===== config.mk =====
export PLATFORM = sky130hd
export DESIGN_NAME = alu_multicycle
export DESIGN_NICKNAME = d
export VERILOG_FILES = /design/src/rtl/alu_pkg.sv /design/src/rtl/alu_mul_iter.sv /design/src/rtl/alu_multicycle.sv
export SDC_FILE = /design/constraint.sdc
export NUM_CORES = 1
export LEC_CHECK = 0
export BUFFER_PORTS_ARGS = -buffer_cell sky130_fd_sc_hd__buf_2
export CELL_PAD_IN_SITES_DETAIL_PLACEMENT = 1
export CELL_PAD_IN_SITES_GLOBAL_PLACEMENT = 2
export CORE_MARGIN = 2
export CORE_UTILIZATION = 35
export DETAILED_ROUTE_END_ITERATION = 12
export GPL_TIMING_DRIVEN = 0
export PLACE_DENSITY_LB_ADDON = 0.3
export SLEW_MARGIN = 0
export SYNTH_ARGS = -nofsm -noshare
export SYNTH_HDL_FRONTEND = slang
export SYNTH_SLANG_ARGS = --single-unit

===== constraint.sdc =====
create_clock -name clk -period 4.6 [get_ports clk]
set_clock_uncertainty 0.2 [all_clocks]
set_input_delay 0.23 -clock clk [delete_from_list [all_inputs] [get_ports clk]]
set_output_delay 0.23 -clock clk [all_outputs]
set_load 0.005 [all_outputs]

===== src/rtl/alu_pkg.sv =====
// Shared opcode and FSM state definitions for the multicycle ALU.
package alu_pkg;

   localparam logic [2:0] OP_ADD  = 3'b000;
   localparam logic [2:0] OP_SUB  = 3'b001;
   localparam logic [2:0] OP_MUL  = 3'b010;
   localparam logic [2:0] OP_PASA = 3'b011;
   localparam logic [2:0] OP_PASB = 3'b100;
   localparam logic [2:0] OP_AND  = 3'b101;
   localparam logic [2:0] OP_OR   = 3'b110;
   localparam logic [2:0] OP_XOR  = 3'b111;

   typedef enum logic [0:0] {
      ST_IDLE = 1'b0,
      ST_MUL  = 1'b1
   } state_t;

endpackage : alu_pkg


===== src/rtl/alu_mul_iter.sv =====
// Iterative shift-add multiplier datapath: one partial-product step per cycle.
// product presents the accumulator value as it will be after the current
// step, so the controller can capture the full result on the final step edge.
module alu_mul_iter #(
   parameter int WIDTH = 16
) (
   input  logic               clk,
   input  logic               rst,
   input  logic               load,
   input  logic [WIDTH-1:0]   A,
   input  logic [WIDTH-1:0]   B,
   input  logic               step,
   output logic [2*WIDTH-1:0] product,
   output logic               last
);

   localparam int CW = $clog2(WIDTH) + 1;

   logic [2*WIDTH-1:0] mcand;
   logic [WIDTH-1:0]   mplier;
   logic [2*WIDTH-1:0] acc;
   logic [CW-1:0]      count;

   // Accumulator after this step: add the shifted multiplicand when the
   // current multiplier bit is set.
   always_comb begin
      product = mplier[0] ? (acc + mcand) : acc;
   end

   assign last = (count == CW'(1));

   // Operand latch on load, then one shift-add iteration per step.
   always_ff @(posedge clk or posedge rst) begin
      if (rst) begin
         mcand  <= '0;
         mplier <= '0;
         acc    <= '0;
         count  <= '0;
      end else if (load) begin
         mcand  <= {{WIDTH{1'b0}}, A};
         mplier <= B;
         acc    <= '0;
         count  <= CW'(WIDTH);
      end else if (step) begin
         acc    <= product;
         mcand  <= mcand << 1;
         mplier <= mplier >> 1;
         count  <= count - CW'(1);
      end
   end

endmodule : alu_mul_iter


===== src/rtl/alu_multicycle.sv =====
// Registered ALU with start/busy/done handshake, registered Z/N/C flags and a
// WIDTH-cycle shift-add multiplier. All non-multiply opcodes finish in one cycle.
module alu_multicycle
   import alu_pkg::*;
#(
   parameter int WIDTH = 16,
   parameter int OPW   = 3
) (
   input  logic             clk,
   input  logic             rst,
   input  logic             start,
   input  logic [WIDTH-1:0] A,
   input  logic [WIDTH-1:0] B,
   input  logic [OPW-1:0]   select,
   output logic             busy,
   output logic             done,
   output logic [WIDTH-1:0] out,
   output logic             z_flag,
   output logic             n_flag,
   output logic             c_flag
);

   state_t             state;
   logic [WIDTH:0]     res_wide;
   logic               op_carry;
   logic [2*WIDTH-1:0] product;
   logic               mul_last;
   logic               mul_load;
   logic               mul_step;
   logic [WIDTH-1:0]   mul_low;
   logic               mul_ovf;

   // Single-cycle operation mux; bit WIDTH carries add carry-out or sub borrow.
   always_comb begin
      res_wide = '0;
      case (select)
         OP_ADD:  res_wide = {1'b0, A} + {1'b0, B};
         OP_SUB:  res_wide = {1'b0, B} - {1'b0, A};
         OP_PASA: res_wide = {1'b0, A};
         OP_PASB: res_wide = {1'b0, B};
         OP_AND:  res_wide = {1'b0, A & B};
         OP_OR:   res_wide = {1'b0, A | B};
         OP_XOR:  res_wide = {1'b0, A ^ B};
         default: res_wide = '0;
      endcase
      op_carry = ((select == OP_ADD) || (select == OP_SUB)) ? res_wide[WIDTH] : 1'b0;
   end

   assign mul_load = (state == ST_IDLE) && start && (select == OP_MUL);
   assign mul_step = (state == ST_MUL);
   assign mul_low  = product[WIDTH-1:0];
   assign mul_ovf  = |product[2*WIDTH-1:WIDTH];

   alu_mul_iter #(.WIDTH(WIDTH)) u_mul (
      .clk     (clk),
      .rst     (rst),
      .load    (mul_load),
      .A       (A),
      .B       (B),
      .step    (mul_step),
      .product (product),
      .last    (mul_last)
   );

   // Control FSM with registered result, flags, busy and done pulse.
   // Starts arriving while a multiply runs are simply not looked at.
   always_ff @(posedge clk or posedge rst) begin
      if (rst) begin
         state  <= ST_IDLE;
         busy   <= 1'b0;
         done   <= 1'b0;
         out    <= '0;
         z_flag <= 1'b0;
         n_flag <= 1'b0;
         c_flag <= 1'b0;
      end else begin
         done <= 1'b0;
         case (state)
            ST_IDLE: begin
               if (start) begin
                  if (select == OP_MUL) begin
                     busy  <= 1'b1;
                     state <= ST_MUL;
                  end else begin
                     out    <= res_wide[WIDTH-1:0];
                     z_flag <= (res_wide[WIDTH-1:0] == '0);
                     n_flag <= res_wide[WIDTH-1];
                     c_flag <= op_carry;
                     done   <= 1'b1;
                  end
               end
            end
            ST_MUL: begin
               if (mul_last) begin
                  out    <= mul_low;
                  z_flag <= (mul_low == '0);
                  n_flag <= mul_low[WIDTH-1];
                  c_flag <= mul_ovf;
                  done   <= 1'b1;
                  busy   <= 1'b0;
                  state  <= ST_IDLE;
               end
            end
            default: state <= ST_IDLE;
         endcase
      end
   end

endmodule : alu_multicycle


# Word level (Yosys, flattened, before mapping)
# Index checks and enable logic that the tools add are counted.
# totals
ff_bits	107
latchBits	0
ram_bits	0
mem_bits_ro	0
input_bits	38
out_inout_bits	21
word_cells	80
mem_count	0
# op_classes
addsub	4
multipliers	0
div	0
order_cmp	0
n_eq_ne	12
shift	0
mux	39
bitwise	4
n_reduce_logical	10
# ops
op	count
32-bit 2-to-1 mux	5
17-bit one-hot mux with 7 select lines	1
16-bit 2-to-1 mux	5
32-bit adder	1
16-bit logical NOT	2
16-bit one-hot mux with 2 select lines	1
1-bit 2-to-1 mux	19
16-bit by 16-bit adder with 17-bit output	1
16-bit by 16-bit subtractor with 17-bit output	1
16-bit bitwise AND	1
16-bit OR	1
16-bit OR reduction	1
16-bit bitwise XOR	1
3-bit == test, second input constant	4
1-bit one-hot mux with 2 select lines	6
5-bit 2-to-1 mux	2
3-bit by 2-bit == test with 1-bit output, second input constant	2
3-bit AND reduction	2
5-bit by 1-bit == test with 1-bit output, second input constant	1
5-bit by 1-bit subtractor with 5-bit output, second input constant	1
2-bit by 1-bit inequality test with 1-bit output, second input constant	2
2-bit inequality test, second input constant	2
3-bit by 1-bit == test with 1-bit output, second input constant	1
3-bit logical NOT	1
4 further kinds	5

# Logic depth before layout (Yosys ltp)
# logic_depth
word_depth	6
depth_mapped	18
mapped_depth_nobuf	17

# By module
# A second synthesis with hierarchy kept.
# hier_totals
hier_cells	1103
area_unflattened_um2	9419.0
# modules_own_cells
module	instances	cells_each	area_each_um2	seq_area_each_um2
alu_mul_iter	1	636	5831.8	2127.0
alu_multicycle	1	467	3587.2	525.5

# Worst setup path before layout
# Ideal clock, no wire load.
# synth_path
path_kind	input-to-reg
start	input select[0]
end	register out[13]
setup_time_ns	0.077
arrival_time_ns	3.880
t_required_ns	4.323
slack_ns	0.442
stages	17
n_path_buf	3
cell_sequence	clkbuf_1 -> clkbuf_1 -> clkbuf_1 -> nand2_1 -> o21ai_0 -> inv_1 -> ha_1 -> nor2b_1 -> o21a_1 -> o21ai_0 -> a211oi_1 -> o31a_1 -> a2111oi_0 -> a41o_1 -> a21oi_1 -> mux2_2 -> a21oi_1
# synth_between
elab_chain_cells	5
word_cells_on_any_way	14
classes_between	8 x eq/ne; 4 x mux; 2 x reduce/logical
# synth_lines
item	line	source
start: declaration	alu_multicycle.sv:14	input logic [OPW-1:0] select,
3-bit == test (tied with other cells)	alu_multicycle.sv:36	case (select)
17-bit one-hot mux with 7 select lines	alu_multicycle.sv:36	
16-bit 2-to-1 mux	alu_multicycle.sv:81	if (select == OP_MUL) begin
16-bit 2-to-1 mux	alu_multicycle.sv:80	if (start) begin
16-bit one-hot mux with 2 select lines	alu_multicycle.sv:78	case (state)
end signal: assignment	alu_multicycle.sv:85	out <= res_wide[WIDTH-1:0];
end signal: assignment	alu_multicycle.sv:95	out <= mul_low;
end: declaration	alu_multicycle.sv:17	output logic [WIDTH-1:0] out,
# Parallel ways exist; a longest one is shown, timed or not. The select of a mux whose other input is x is not followed.
# A chain may end at the register's enable or synchronous reset.

# Worst setup path in the final report
# layout_path
start	register u_mul.acc[0]
end	register c_flag
# layout_between
elab_chain_cells	5
# layout_lines
item	line	source
start: declaration	alu_mul_iter.sv:21	logic [2*WIDTH-1:0] acc;
start signal: assignment	alu_mul_iter.sv:45	acc <= product;
32-bit adder	alu_mul_iter.sv:27	product = mplier[0] ? (acc + mcand) : acc;
32-bit 2-to-1 mux	alu_mul_iter.sv:27	
16-bit OR reduction	alu_multicycle.sv:52	assign mul_ovf = |product[2*WIDTH-1:WIDTH];
1-bit 2-to-1 mux	alu_multicycle.sv:94	if (mul_last) begin
1-bit one-hot mux with 2 select lines	alu_multicycle.sv:78	
end signal: assignment	alu_multicycle.sv:88	c_flag <= op_carry;
end signal: assignment	alu_multicycle.sv:98	c_flag <= mul_ovf;
end: declaration	alu_multicycle.sv:20	output logic c_flag
# Every way passes these cells. The select of a mux whose other input is x is not followed.

==> impl_metrics.csv <==
group,metric,value,unit
run_status,run_status,"complete, but fails checks",
run_status,failed_checks,"negative hold slack",
sta,layout_worst_path_cycle_share,0.9369,
critical_path,slowest_delay,0.51,ns
sta,slew_headroom,0.3843,
layout,nFillCells,3084,
yosys,yosysTopAreaCell,"sky130_fd_sc_hd__dfrtp_1",
critical_path,end_kind,"register",
clock_network,post-cts-setup-buffers,0,
die,die_height,163.7,um
critical_path,crit_path_max_fanout,6,
critical_path,crit_slowest_cell,"sky130_fd_sc_hd__or4_1",
die,area_of_the_core,0.02511,mm^2
route,avgRoutedWirePerCell,20.89,um
yosys,post_synthesis_register_bit_count,106,
layout,fin_nets,1296,
placed_design,gp_routability_congestion,0.8453,
route,drt_initial_violations,403,
power_and_ir_drop,p_int,2.564,mW
die,fp-row-count,58,
clock_network,tritoncts_num_sinks,106,
yosys,synth_enable_flop_cells,0,
hold_path,hold_start,"B[9]",
yosys,asyncSetResetFlopFracSynth,1.000,
placed_design,dp.final_hpwl,24770,um
yosys,netlist_top_cells_area,"sky130_fd_sc_hd__dfrtp_1, sky130_fd_sc_hd__ha_1, sky130_fd_sc_hd__nand2_1",
power_and_ir_drop,sequential_power_share,0.307,
critical_path,setup.worst_path.start_class,"register",
grt,grt_overflow,0,
critical_path,worstPathArrival,4.35,ns
layout,post_route_core_utilization,0.4036,
power_and_ir_drop,ir_worst_vdd,0.2168,mV
clock_network,cts_tree,"built",
die,starting_density_of_the_core,0.3553,
grt,grt_first_pass_wirelength,50220,um
clock_network,cts-root-buf,"sky130_fd_sc_hd__clkbuf_16",
clock_network,cts_h_tree_lvls,3,
run,maxCapViolations,0,
grt,grt_pass1_vias,8741,
power_and_ir_drop,clockPowerShare,0.160,
sta,final.hold.worst_slack,-0.007768,ns
hold_path,timing.hold.worst_endpoint,"u_mul.mplier[9]$_DFFE_PP0P_",
layout,area_delta_synth_final,13.60,%
layout,layout.cells.most_common_list,"sky130_fd_sc_hd__nand2_1, sky130_fd_sc_hd__dfrtp_1, sky130_fd_sc_hd__ha_1",
placed_design,dp_worst_setup_slack,-1.711,ns
critical_path,type_of_the_worst_setup_path,"register to register",
power_and_ir_drop,net-switching-power,2.321,mW
route,wl,31520,um
die,chipWidth,163.7,um
yosys,ys.flop_type,"sky130_fd_sc_hd__dfrtp_1",
critical_path,timing.critical_path.mode_cell,"sky130_fd_sc_hd__or4_1",
yosys,yosys.area.top_type_share,0.2973,
power_and_ir_drop,pwr-share-comb,0.533,
grt,antenna_violations_before_repair,0,
power_and_ir_drop,switching_share,0.4751,
critical_path,crit_required,4.64,ns
grt,gr-usage-all-layers,0.2445,
yosys,net_count_synth,1211,
grt,grt_start_max_net_pins,57,
sta,max_slew.worst_pin.slew,0.9236,ns
yosys,yosys_warnings,0,
layout,antenna_cells,0,
yosys,yosysSeqAreaShare,0.2973,
hold_path,hold_class,"input pin to register",
clock_network,cts-buffers-inserted,9,
die,design.die.area,0.02678,mm^2
power_and_ir_drop,power-per-cell-area,482.0,mW/mm^2
sta,postLayoutSetupSlackWorst,0.2905,ns
critical_path,logic_depth_of_the_worst_register_to_register_path,12,
route,detailed_route_via_count,8450,
layout,drive_above_1_share,0.1052,
clock_network,clkLatencyLatePin,0.36,ns
clock_network,path_clk_slew,0.08,ns
sta,report.final.hold_viol_count,1,
critical_path,ff2ff_setup_slack,0.29,ns
sta,final.min_clock_period,4.310,ns
yosys,synthesis.instances,1089,
yosys,avgSynthCellArea,8.192,um^2
critical_path,worst_r2r_endpoint,"c_flag$_DFFE_PP0P_",
sta,timing.fmax,0.2320,GHz
hold_path,whs_path_depth,3,
route,final_antenna_net_count,0,
route,drt_pass1_iterations,4,
clock_network,ctsLongestPathBuffers,2,
route,drt-vias-per-instance,5.600,
critical_path,rr_startpoint,"u_mul.acc[0]$_DFFE_PP0P_",
critical_path,worstPathCellList,"ha_1 -> fa_1 -> a211oi_2 -> o21ai_2 -> a31o_4 -> a21oi_2 -> mux2i_1 -> nand2_1 -> or4_1 -> or4_1 -> nor4_1 -> a21oi_1",
sta,report.final.setup_viol,0,
sta,grt_setup_unrepaired,"no",
die,design.portCount,59,
yosys,synth.cell_area,0.008921,mm^2
yosys,post_synth_num_cell_types,78,
power_and_ir_drop,power.leakage,4.657,nW
route,drt_drc_violations_left,0,
layout,mostFrequentLayoutCell,"sky130_fd_sc_hd__nand2_1",
placed_design,numPortBuffers,56,
sta,timing_max_transition_violations_final,0,
[flip-flops by register name (all words and copies together), names as in the netlist]
name,flops
busy,1
z_flag,1
n_flag,1
done,1
u_mul.acc,32
u_mul.mplier,16
c_flag,1
out,15
u_mul.count,5
mul_step,1
u_mul.mcand,32
[repair_timing]
item	in CTS	in global routing
hold buffers	18	0
gates resized for setup	10	3
endpoints found under the hold margin	67	0
endpoints found under the setup margin	14	4
[layout make-up]
type / instances / area (um^2) / share of cell area
multi-input cells: 857 / 5814 / 0.5737
flip-flops and latches: 106 / 2653 / 0.2617
repair buffers: 75 / 488.0 / 0.04815
well taps: 330 / 412.9 / 0.04074
inverters: 66 / 252.7 / 0.02494
plain buffers: 59 / 235.2 / 0.02321
clock buffers: 10 / 229.0 / 0.02259
clock inverters: 6 / 50.05 / 0.004938
[power by group through the flow]
stage          sequential (mW)  combinational [mW]  clock (mW)
4_1_cts                   1.50                2.62       0.799
3_3_place_gp              1.51                2.53           0
5_1_grt                   1.55                2.90       0.833
2_1_floorplan             1.44                1.75           0
3_5_place_dp              1.52                2.59           0
6_report                  1.50                2.60       0.782
[Yosys cell counts (6+ instances only)]
master,number
sky130_fd_sc_hd__a211oi_1,10
sky130_fd_sc_hd__a21boi_0,6
sky130_fd_sc_hd__a21o_1,17
sky130_fd_sc_hd__a21oi_1,56
sky130_fd_sc_hd__a22oi_1,30
sky130_fd_sc_hd__a31oi_1,17
sky130_fd_sc_hd__and2_1,6
sky130_fd_sc_hd__and3_1,9
sky130_fd_sc_hd__buf_1,7
sky130_fd_sc_hd__clkbuf_1,51
sky130_fd_sc_hd__dfrtp_1,106
sky130_fd_sc_hd__ha_1,82
sky130_fd_sc_hd__inv_1,65
sky130_fd_sc_hd__mux2_2,13
sky130_fd_sc_hd__mux2i_1,12
sky130_fd_sc_hd__mux4_2,10
sky130_fd_sc_hd__nand2_1,208
sky130_fd_sc_hd__nand2b_1,9
sky130_fd_sc_hd__nand3_1,15
sky130_fd_sc_hd__nand4_1,11
sky130_fd_sc_hd__nor2_1,56
sky130_fd_sc_hd__nor3_1,23
sky130_fd_sc_hd__o211ai_1,16
sky130_fd_sc_hd__o21a_1,18
sky130_fd_sc_hd__o21ai_0,67
sky130_fd_sc_hd__o22ai_1,7
sky130_fd_sc_hd__o31ai_1,17
sky130_fd_sc_hd__or3_1,8
sky130_fd_sc_hd__or4_1,6
sky130_fd_sc_hd__xnor2_1,33
sky130_fd_sc_hd__xor2_1,9
[metal layers]
| metal | wire (um) | track usage | share of wire |
|---|---|---|---|
| met5 | 0 | 0 | 0 |
| met1 | 14340 | 0.3091 | 0.45 |
| met3 | 653 | 0.02793 | 0.021 |
| met2 | 16100 | 0.4465 | 0.51 |
| met4 | 421 | 0.05064 | 0.013 |
[critical path: cells and delay by family, from the launching register on]
kind	cells	cell delay (ns)
simple gates	4	1.41
compound gates	5	1.19
fa+ha+maj	2	0.69
flops	1	0.41
mux	1	0.28
[kinds of logic after synthesis]
family	Yosys count	synth area share
AO/OA/AOI/OAI	319	0.2438
XOR/XNOR	42	0.04124
adder cells (fa/ha/maj)	84	0.1195
buffers and inverters	126	0.05386
flip-flops	106	0.2973
multiplexers	36	0.05680
AND/OR/NAND/NOR	376	0.1875
[stage by stage]
| step | power, mW | cell area [um^2] | instances | setup TNS (ns) | hold WS (ns) |
|---|---|---|---|---|---|
| 3_3_place_gp | 4.043 | 9614 | 1475 | -39.25 | 0.2615 |
| 2_1_floorplan | 3.188 | 8921 | 1089 | 0 | 0.1468 |
| 6_report | 4.885 | 10130 | 1509 | 0 | -0.007768 |
| 5_1_grt | 5.276 | 10130 | 1509 | 0 | 0.02716 |
| 3_5_place_dp | 4.108 | 9647 | 1476 | -14.00 | 0.1184 |
| 4_1_cts | 4.920 | 10130 | 1510 | 0 | 0.002731 |
[worst max path at each step]
| stage | start | to | slack, ns | depth (start not counted) |
|---|---|---|---|---|
| 2_1_floorplan | select[0] | out[13]$_DFFE_PP0P_ | 0.44 | 17 |
| 3_3_place_gp | select[0] | c_flag$_DFFE_PP0P_ | -1.62 | 16 |
| 3_5_place_dp | select[0] | c_flag$_DFFE_PP0P_ | -1.71 | 16 |
| 4_1_cts | select[0] | z_flag$_DFFE_PP0P_ | 0.06 | 17 |
| 5_1_grt | select[1] | z_flag$_DFFE_PP0P_ | 0.007 | 18 |
| 6_report | u_mul.acc[0]$_DFFE_PP0P_ | c_flag$_DFFE_PP0P_ | 0.29 | 12 |
Power figures use the tool's default switching activity.
